File: config.mk
export PLATFORM = sky130hd
export DESIGN_NAME = ac97_cmd_sched
export DESIGN_NICKNAME = d
export VERILOG_FILES = /design/src/rtl/ac97_pkg.sv /design/src/rtl/rr_arbiter.sv /design/src/rtl/ac97_cmd_sched.sv
export SDC_FILE = /design/constraint.sdc
export NUM_CORES = 1
export LEC_CHECK = 0
export ABC_AREA = 1
export CAP_MARGIN = 0
export CORE_MARGIN = 3
export CORE_UTILIZATION = 40
export DETAILED_ROUTE_END_ITERATION = 16
export MAX_ROUTING_LAYER = met4
export PLACE_DENSITY = 0.82
export SLEW_MARGIN = 20
export SYNTH_ARGS = -nofsm -noshare
export SYNTH_HDL_FRONTEND = slang
export SYNTH_SLANG_ARGS = --single-unit
File: constraint.sdc
create_clock -name ac97_bitclk -period 6.4 [get_ports ac97_bitclk]
set_clock_uncertainty 0.15 [all_clocks]
set_input_delay 1.28 -clock ac97_bitclk [delete_from_list [all_inputs] [get_ports ac97_bitclk]]
set_output_delay 1.28 -clock ac97_bitclk [all_outputs]
set_load 0.005 [all_outputs]
File: src/rtl/ac97_pkg.sv
// Shared AC97 link definitions: slot geometry, field positions and the
// command scheduler state encoding.
package ac97_pkg;

    localparam int SLOT_W = 20;
    localparam int ADDR_W = 7;
    localparam int DATA_W = 16;

    // Output/input slot 1: read/write flag and register address.
    localparam int SLOT1_RW_BIT  = 19;
    localparam int SLOT1_ADDR_HI = 18;
    localparam int SLOT1_ADDR_LO = 12;

    // Output/input slot 2: register data, left-justified.
    localparam int SLOT2_DATA_HI = 19;
    localparam int SLOT2_DATA_LO = 4;

    typedef enum logic [0:0] {
        IDLE    = 1'b0,
        WAIT_RD = 1'b1
    } sched_state_e;

    // Command address slot: {rw, addr, 12'h000}.
    function automatic logic [SLOT_W-1:0] make_slot1(input logic rw,
                                                     input logic [ADDR_W-1:0] addr);
        return {rw, addr, 12'h000};
    endfunction

    // Command data slot: {data, 4'h0}.
    function automatic logic [SLOT_W-1:0] make_slot2(input logic [DATA_W-1:0] data);
        return {data, 4'h0};
    endfunction

endpackage

File: src/rtl/rr_arbiter.sv
// Round-robin arbiter: combinational one-hot grant, starting the search at
// a registered priority pointer that moves past the winner on advance.
module rr_arbiter #(
    parameter int N = 3
) (
    input  logic                 clk,
    input  logic                 reset,
    input  logic [N-1:0]         req,
    input  logic                 advance,
    output logic [N-1:0]         grant,
    output logic [$clog2(N)-1:0] grant_idx
);

    localparam int IDX_W = $clog2(N);
    localparam int CW    = IDX_W + 1;

    logic [IDX_W-1:0] ptr;
    logic [CW-1:0]    cand;
    logic             found;

    // Search requesters in order ptr, ptr+1, ... (mod N); first hit wins.
    always_comb begin
        grant     = '0;
        grant_idx = '0;
        found     = 1'b0;
        cand      = '0;
        for (int i = 0; i < N; i++) begin
            cand = {1'b0, ptr} + CW'(i);
            if (cand >= CW'(N)) begin
                cand = cand - CW'(N);
            end
            if (!found && req[cand[IDX_W-1:0]]) begin
                found     = 1'b1;
                grant_idx = cand[IDX_W-1:0];
            end
        end
        grant[grant_idx] = found;
    end

    // Priority pointer moves to the requester after the winner, only on a grant.
    always_ff @(posedge clk) begin
        if (reset) begin
            ptr <= '0;
        end else if (advance && found) begin
            ptr <= (grant_idx == IDX_W'(N - 1)) ? '0 : grant_idx + IDX_W'(1);
        end
    end

endmodule

File: src/rtl/ac97_cmd_sched.sv
// AC97 command-slot scheduler: one register command per frame, round-robin
// between requesters, with read responses routed back to the issuer.
//
// Request handshake: a requester raises req_valid[i] with req_rw/addr/data
// stable and holds them; the scheduler samples only at ac97_strobe, and the
// transfer completes on the single-cycle req_ready[i] pulse that follows.
// Dropping req_valid before the grant withdraws the request.
module ac97_cmd_sched
    import ac97_pkg::*;
#(
    parameter int NREQ       = 3,
    parameter int RD_TIMEOUT = 4
) (
    input  logic                     ac97_bitclk,
    input  logic                     reset,
    input  logic                     ac97_strobe,
    input  logic [NREQ-1:0]          req_valid,
    input  logic [NREQ-1:0]          req_rw,
    input  logic [NREQ*ADDR_W-1:0]   req_addr,
    input  logic [NREQ*DATA_W-1:0]   req_data,
    output logic [NREQ-1:0]          req_ready,
    output logic [NREQ-1:0]          rsp_valid,
    output logic [DATA_W-1:0]        rsp_data,
    output logic                     rsp_timeout,
    output logic [SLOT_W-1:0]        ac97_out_slot1,
    output logic                     ac97_out_slot1_valid,
    output logic [SLOT_W-1:0]        ac97_out_slot2,
    output logic                     ac97_out_slot2_valid,
    input  logic                     ac97_in_slot1_valid,
    input  logic [SLOT_W-1:0]        ac97_in_slot1,
    input  logic [SLOT_W-1:0]        ac97_in_slot2
);

    localparam int IDX_W = $clog2(NREQ);

    sched_state_e      state, state_nxt;
    logic [3:0]        tmo_cnt, tmo_nxt;
    logic [ADDR_W-1:0] addr_q, addr_nxt;
    logic [IDX_W-1:0]  owner_q, owner_nxt;

    logic [NREQ-1:0]   ready_nxt, rsp_valid_nxt;
    logic [DATA_W-1:0] rsp_data_nxt;
    logic              rsp_tmo_nxt;
    logic [SLOT_W-1:0] slot1_nxt, slot2_nxt;
    logic              slot1_v_nxt, slot2_v_nxt;

    logic [NREQ-1:0]   grant;
    logic [IDX_W-1:0]  g;
    logic              rd_match;
    logic              unused_slot_bits;

    // Echo fields the scheduler does not look at.
    assign unused_slot_bits = ^{ac97_in_slot1[SLOT1_RW_BIT], ac97_in_slot1[SLOT1_ADDR_LO-1:0],
                                ac97_in_slot2[SLOT2_DATA_LO-1:0]};

    assign rd_match = ac97_in_slot1_valid &&
                      (ac97_in_slot1[SLOT1_ADDR_HI:SLOT1_ADDR_LO] == addr_q);

    rr_arbiter #(.N(NREQ)) u_arb (
        .clk       (ac97_bitclk),
        .reset     (reset),
        .req       (req_valid),
        .advance   (ac97_strobe && (state == IDLE)),
        .grant     (grant),
        .grant_idx (g)
    );

    // Next-state and next-output decisions; everything changes only at strobe.
    always_comb begin
        state_nxt     = state;
        tmo_nxt       = tmo_cnt;
        addr_nxt      = addr_q;
        owner_nxt     = owner_q;
        ready_nxt     = '0;
        rsp_valid_nxt = '0;
        rsp_data_nxt  = rsp_data;
        rsp_tmo_nxt   = rsp_timeout;
        slot1_nxt     = ac97_out_slot1;
        slot1_v_nxt   = ac97_out_slot1_valid;
        slot2_nxt     = ac97_out_slot2;
        slot2_v_nxt   = ac97_out_slot2_valid;
        if (ac97_strobe) begin
            // Any frame without a fresh command carries empty, invalid slots.
            slot1_nxt   = '0;
            slot1_v_nxt = 1'b0;
            slot2_nxt   = '0;
            slot2_v_nxt = 1'b0;
            case (state)
                IDLE: begin
                    if (|grant) begin
                        ready_nxt   = grant;
                        slot1_nxt   = make_slot1(req_rw[g], req_addr[ADDR_W*g +: ADDR_W]);
                        slot1_v_nxt = 1'b1;
                        slot2_v_nxt = 1'b1;
                        if (req_rw[g]) begin
                            slot2_nxt = '0;
                            addr_nxt  = req_addr[ADDR_W*g +: ADDR_W];
                            owner_nxt = g;
                            tmo_nxt   = '0;
                            state_nxt = WAIT_RD;
                        end else begin
                            slot2_nxt = make_slot2(req_data[DATA_W*g +: DATA_W]);
                        end
                    end
                end
                WAIT_RD: begin
                    if (tmo_cnt == 4'd0) begin
                        // Input slots still describe the issue frame here.
                        tmo_nxt = 4'd1;
                    end else if (rd_match) begin
                        rsp_valid_nxt[owner_q] = 1'b1;
                        rsp_data_nxt  = ac97_in_slot2[SLOT2_DATA_HI:SLOT2_DATA_LO];
                        rsp_tmo_nxt   = 1'b0;
                        state_nxt     = IDLE;
                    end else if (tmo_cnt == 4'(RD_TIMEOUT - 1)) begin
                        rsp_valid_nxt[owner_q] = 1'b1;
                        rsp_data_nxt  = '0;
                        rsp_tmo_nxt   = 1'b1;
                        state_nxt     = IDLE;
                    end else begin
                        tmo_nxt = tmo_cnt + 4'd1;
                    end
                end
                default: state_nxt = IDLE;
            endcase
        end
    end

    // State and registered outputs; reset takes precedence over strobe.
    always_ff @(posedge ac97_bitclk) begin
        if (reset) begin
            state                <= IDLE;
            tmo_cnt              <= '0;
            addr_q               <= '0;
            owner_q              <= '0;
            req_ready            <= '0;
            rsp_valid            <= '0;
            rsp_data             <= '0;
            rsp_timeout          <= 1'b0;
            ac97_out_slot1       <= '0;
            ac97_out_slot1_valid <= 1'b0;
            ac97_out_slot2       <= '0;
            ac97_out_slot2_valid <= 1'b0;
        end else begin
            state                <= state_nxt;
            tmo_cnt              <= tmo_nxt;
            addr_q               <= addr_nxt;
            owner_q              <= owner_nxt;
            req_ready            <= ready_nxt;
            rsp_valid            <= rsp_valid_nxt;
            rsp_data             <= rsp_data_nxt;
            rsp_timeout          <= rsp_tmo_nxt;
            ac97_out_slot1       <= slot1_nxt;
            ac97_out_slot1_valid <= slot1_v_nxt;
            ac97_out_slot2       <= slot2_nxt;
            ac97_out_slot2_valid <= slot2_v_nxt;
        end
    end

endmodule

==> results of run 1 <==
-- routing by layer --
| metal | vias up | part of all wire | routed length (µm) |
|---|---|---|---|
| met5 | - | 0 | 0 |
| met4 | 0 | 0.013 | 124 |
| met3 | 18 | 0.097 | 958 |
| met2 | 170 | 0.47 | 4640 |
| met1 | 1658 | 0.42 | 4110 |
| li1 | 1843 | - | - |
-- path summary, 6_finish.rpt --
path                                                 from                        endpoint  slack, ns  cells after the start
worst max-delay path                         req_valid[2]  ac97_out_slot2[7]$_SDFFE_PP0P_       2.10                     13
worst min-delay path              owner_q[1]$_SDFFE_PP0P_         rsp_valid[0]$_SDFF_PP0_       0.27                      1
worst max register to register  u_arb.ptr[0]$_SDFFE_PP0P_  ac97_out_slot2[7]$_SDFFE_PP0P_       2.75                     15
worst min register to register    owner_q[1]$_SDFFE_PP0P_         rsp_valid[0]$_SDFF_PP0_       0.27                      1
-- logic make-up after synthesis --
logic type | count (synthesis) | share of synthesized area
flip-flops | 64 | 0.373
XOR/XNOR | 5 | 0.0127
other | 1 | 0.00109
buffers and inverters | 73 | 0.105
adder cells (fa/ha/maj) | 6 | 0.0218
AO/OA/AOI/OAI | 55 | 0.0910
AND/OR/NAND/NOR | 278 | 0.396
-- area by class of cell --
| class | count | area (µm²) | share of cell area |
|---|---|---|---|
| timing repair buffer | 152 | 1520 | 0.294 |
| sequential | 64 | 1280 | 0.249 |
| clock buffer | 9 | 124 | 0.0240 |
| clock inverter | 7 | 125 | 0.0243 |
| multi-input combinational | 360 | 1850 | 0.359 |
| tap | 105 | 131 | 0.0255 |
| inverter | 33 | 124 | 0.0240 |
-- state kept, by name, summed over array words and instances (netlist names), 3 cells and up --
| name | cells |
|---|---|
| rsp_data | 16 |
| rsp_valid | 3 |
| ac97_out_slot1 | 8 |
| ac97_out_slot2 | 16 |
| req_ready | 3 |
| addr_q | 7 |
| tmo_cnt | 4 |
-- metrics by stage --
| step | setup WS [ns] | std cells | hold WS [ns] | power [W] |
|---|---|---|---|---|
| global route | 1.89 | 730 | 0.282 | 0.00263 |
| detailed placement | 1.79 | 714 | 0.257 | 0.00199 |
| global placement | 1.89 | 714 | 0.255 | 0.00197 |
| floorplan | 3.57 | 497 | 0.242 | 0.00157 |
| finish | 2.10 | 730 | 0.269 | 0.00244 |
| CTS | 2.15 | 730 | 0.268 | 0.00244 |
-- cells in the mapped netlist (2+ instances only) --
cell,count
a22oi_1,5
dfxtp_1,64
o21ai_0,3
buf_4,17
inv_1,26
buf_1,3
nand2_1,122
nor3_1,9
nor2_1,25
buf_2,5
nand2_2,4
buf_6,2
inv_2,7
nand2_4,3
nand4_1,6
nand3_2,16
a21oi_1,37
xor2_1,5
a211oi_1,2
clkbuf_1,13
nor2_4,2
nand3_1,88
o22ai_1,2
ha_1,6
-- power breakdown --
part,switching (W),leakage (nW),internal [W]
Clock,0.000169,0.125,0.000263
Sequential,0.0000597,0.520,0.000504
Combinational,0.000917,1.47,0.000523
Total,0.00115,2.11,0.00129
-- critical path, cell delays in order --
cell,delay [ns]
clkdlybuf4s50_1,0.55
inv_2,0.07
o21ai_2,0.16
nand2_4,0.10
nand3_1,0.11
nand2_2,0.09
nor2_8,0.51
inv_2,0.33
nand2_1,0.15
nand3_2,0.15
nor3_4,0.64
nand3_1,0.17
nand2_1,0.10
==> impl_results.md, run 1 <==
* Resized cells post-CTS at 0
* Via count at 3689
* Clock Tree Root: clkbuf_8
* Syn Inst Count at 482
* Worst-Skew Late Latency at 0.34 ns
* Layout cells sized above 1 at 0.0864
* Register area share after synthesis at 0.373
* Number of synthesized register bits at 64
* Top_reg_cell synth: dfxtp_1
* Final Instance Area at 0.00515 mm²
* Outcome: finished clean
* Drt wl/cell at 13.5 µm
* Fill count at 685
* Final #Nets at 745
* Slew @ Worst Pin at 1.03 ns
* Core ar. at 0.00830 mm²
* Required @ worst endpoint at 6.53 ns
* DRT Pass-1 Iters at 5
* Number of global-route vias before repair at 3524
* Hold Path Class: reg -> reg
* Crit end category: flop
* Die Span Y at 98.7 µm
* Number of synthesized flops with an enable pin at 0
* Fin. Hold Viols at 0
* Total Wirelength at 9.83 mm
* Post-Route Utilization at 0.621
* CP Class: in -> reg
* Initial antenna violation count at 0
* Mean Syn Cell Area at 7.13 µm²
* Worst VDD drop at 0.000229 V
* Remaining DRCs at 0
* Via-to-Cell Ratio at 5.05
* Final GP Congestion at 0.928
* Placed inst area at 0.00490 mm²
* Finish-stage setup viols at 0
* Commonest non-fill, non-tap cells in the layout: 150 x clkdlybuf4s50_1, 122 x nand2_1, 88 x nand3_1, 64 x dfxtp_1, 37 x a21oi_1
* Setup tns final at 0 ns
* I/O pins at 184
* Synth area leaders: dfxtp_1 37%, nand2_1 13%, nand3_1 13%
* CTS Buf Count at 9
* YS warnings at 0
* Clock slew at reported path FFs at 0.08 ns
* Max Cap Violations at 0
* GR Layer Usage met1 at 0.242
* Post-synth top area share at 0.373
* # diodes at 0
* Met2 usage at 0.345
* Unique masters post-synth at 34
* Starting density of the core at 0.414
* Overflow after GRT at 0
* Most common cell after layout, fill and taps aside: clkdlybuf4s50_1
* Largest fanout on the critical path at 45
* Final worst path period share at 0.673
* F_max at 232 MHz
* # hold bufs at CTS at 0
* Max clock buf depth at 2
* Synth area leader: dfxtp_1
* TritonCTS Sinks at 64
* Cell Pwr Density at 473 mW/mm²
* CP arrival at 4.43 ns
* P&R area growth vs syn at 50.0%
* Std cell rows at 33
* H-tree depth at 3
* CTS tree: built
* Largest net degree at the start of global routing at 46
* Max Slew Vio Count at 0
* CP Launch Type: input pin
* Post-route ant nets at 0
* Buffers on Ports at 150
* Grt met3 use at 0.0594
* Total track usage at 0.206
* Chip width at 98.7 µm
* DP Wirelength at 7.27 mm
* Fin crit period at 4.30 ns
* Slew margin rel. at 0.309
* RSZ-0062 raised after global routing: no
* Cell Area, Synth at 0.00344 mm²
* 1st-iter DRT viols at 166
* Global-route layer with the greatest usage: met2
* Post-CTS Setup Inserts at 0
* First-pass GRT wire length at 16.2 mm
* Die Footprint at 0.00974 mm²
* Leak at 2.11 nW
* Asr flop ratio synth at 0
No activity file was read; power rests on OpenSTA's default activity.
==> inputs of run 2 (changes only) <==
- CORE_UTILIZATION: 40 -> 36
- PLACE_DENSITY: 0.82 -> 0.78
- clock period: 6.4 -> 3.65 ns (I/O delays scaled with it)
==> impl_results.md, run 2 (synthesis gave the netlist of run 1 again) <==
* Clock slew at reported path FFs at 0.07 ns
* DP Wirelength at 7.79 mm
* CTS tree: built
* Biggest regs: ac97_out_slot2: 16 flops, rsp_data: 16 flops, ac97_out_slot1: 8 flops
* # hold bufs at CTS at 0
* RSZ-0062 raised after global routing: no
* Worst setup path end: ac97_out_slot2[4]$_SDFFE_PP0P_
* Max Cap Violations at 0
* Final Instance Area at 0.00516 mm²
* Chip width at 104 µm
* Crit path cell chain: clkdlybuf4s50_1, inv_2, o21ai_2, nand2_4, nand3_1, nand2_2, nor2_8, inv_2, nand2_1, nand3_2, nor3_4, buf_4, nand3_1, nand2_1
* Worst Hold Path Cells at 1
* Crit Reg-Reg Endpoint: ac97_out_slot2[4]$_SDFFE_PP0P_
* Slew @ Worst Pin at 0.514 ns
* CP delay by family, top: simple AND/OR/NAND/NOR gates
* Std cell rows at 35
* Final #Nets at 749
* Worst slack, placed at 0.246 ns
* Core ar. at 0.00924 mm²
* Slew margin rel. at 0.657
* Reg-to-Reg Start: u_arb.ptr[0]$_SDFFE_PP0P_
* Critical path depth at 14
* Drt wl/cell at 13.2 µm
* Remaining DRCs at 0
* Crit path launch: req_valid[2]
* P_sw at 0.00197 W
* Post-route ant nets at 0
* Total Wirelength at 10.0 mm
* Worst VDD drop at 0.000718 V
* Via-to-Cell Ratio at 4.84
* Max clock buf depth at 2
* H-tree depth at 3
* Worst-Skew Late Latency at 0.34 ns
* Finish-stage setup viols at 0
* CP Class: in -> reg
* Hold Path Class: reg -> reg
* CP Launch Type: input pin
* Fin crit period at 3.07 ns
* F_max at 326 MHz
* Clock Tree Root: clkbuf_8
* CP max-delay cell: clkdlybuf4s50_1
* P&R area growth vs syn at 50.3%
* Post-Route Utilization at 0.559
* Slowest cell delay on critical path at 0.55 ns
* Crit end category: flop
* Buffers on Ports at 150
* Comb pwr share at 0.616
* Setup ws final at 0.583 ns
* Required @ worst endpoint at 3.78 ns
* Die Footprint at 0.0108 mm²
* TritonCTS Sinks at 64
* I/O pins at 184
* Final worst path period share at 0.840
* Largest fanout on the critical path at 21
* Final GP Congestion at 0.833
* Post-CTS Setup Inserts at 0
* Reg2reg setup slack at 0.67 ns
* Fin. Hold Viols at 0
* Placed inst area at 0.00496 mm²
* DRT Pass-1 Iters at 4
* Via count at 3669
* Starting density of the core at 0.372
* Max Slew Vio Count at 0
* Switching part of the total at 0.475
* Largest net degree at the start of global routing at 37
* 1st-iter DRT viols at 124
* Critical path buffer and inverter count at 4
* Layout cells sized above 1 at 0.0906
* Initial antenna violation count at 0
* Resized cells post-CTS at 0
* R2R depth at 16
* Clk pwr share at 0.146
* # diodes at 0
* First-pass GRT wire length at 16.6 mm
* CP arrival at 3.19 ns
* Cell Pwr Density at 804 mW/mm²
* Commonest non-fill, non-tap cells in the layout: 150 x clkdlybuf4s50_1, 122 x nand2_1, 88 x nand3_1, 64 x dfxtp_1, 37 x a21oi_1
* Die Span Y at 104 µm
* CTS Buf Count at 9
* Total track usage at 0.191
* Overflow after GRT at 0
* Leak at 2.11 nW
* Outcome: finished clean
* Number of global-route vias before repair at 3625
* Most common cell after layout, fill and taps aside: clkdlybuf4s50_1
* Setup tns final at 0 ns
* Seq pwr share at 0.238
* Int Pwr at 0.00218 W
-- run 2: cell count changes in the layout (fill, tap and decap cells not counted) --
cell        before  now
clkinv_2         0    2
clkbuf_8         9   10
clkinvlp_4       0    1
buf_4            2    6
bufinv_16        3    1
inv_6            3    0
clkbuf_1         0    1
-- run 2: cell type report --
| cell class | instances | area [µm²] |
|---|---|---|
| sequential | 64 | 1280 |
| clock buffer | 11 | 141 |
| clock inverter | 5 | 56.3 |
| multi-input combinational | 360 | 1850 |
| inverter | 33 | 124 |
| tap | 129 | 161 |
| fill | 867 | 4080 |
| timing repair buffer | 156 | 1550 |
-- run 2: stage by stage --
stage	hold WS, ns	std cells	total power, W
2_1_floorplan	0.242	497	0.00275
3_3_place_gp	0.253	742	0.00349
3_5_place_dp	0.268	742	0.00354
4_1_cts	0.279	758	0.00417
5_1_grt	0.295	758	0.00452
6_report	0.276	758	0.00415
-- run 2: how the worst min path moves through the flow --
stage,start,to,slack [ns]
global route,owner_q[1]$_SDFFE_PP0P_,rsp_valid[0]$_SDFF_PP0_,0.29
finish,owner_q[1]$_SDFFE_PP0P_,rsp_valid[0]$_SDFF_PP0_,0.28
detailed placement,owner_q[1]$_SDFFE_PP0P_,rsp_valid[0]$_SDFF_PP0_,0.27
CTS,owner_q[1]$_SDFFE_PP0P_,rsp_valid[0]$_SDFF_PP0_,0.28
floorplan,owner_q[1]$_SDFFE_PP0P_,rsp_valid[0]$_SDFF_PP0_,0.24
global placement,owner_q[1]$_SDFFE_PP0P_,rsp_valid[0]$_SDFF_PP0_,0.25
-- run 2: per-layer routing --
metal,vias up,track usage,share of wire,wire (µm)
met5,-,-,0,0
met4,0,0.0760,0.034,343
met3,28,0.0642,0.083,833
met2,162,0.321,0.47,4750
met1,1627,0.208,0.41,4090
li1,1852,-,-,-
-- run 2: power by group through the flow --
stage	registers (W)	logic [W]	clock network (W)
final	0.000987	0.00256	0.000606
after global routing	0.00101	0.00285	0.000662
after CTS	0.000987	0.00257	0.000618
after detailed placement	0.000999	0.00254	0
after global placement	0.000991	0.00250	0
after floorplan	0.000997	0.00175	0
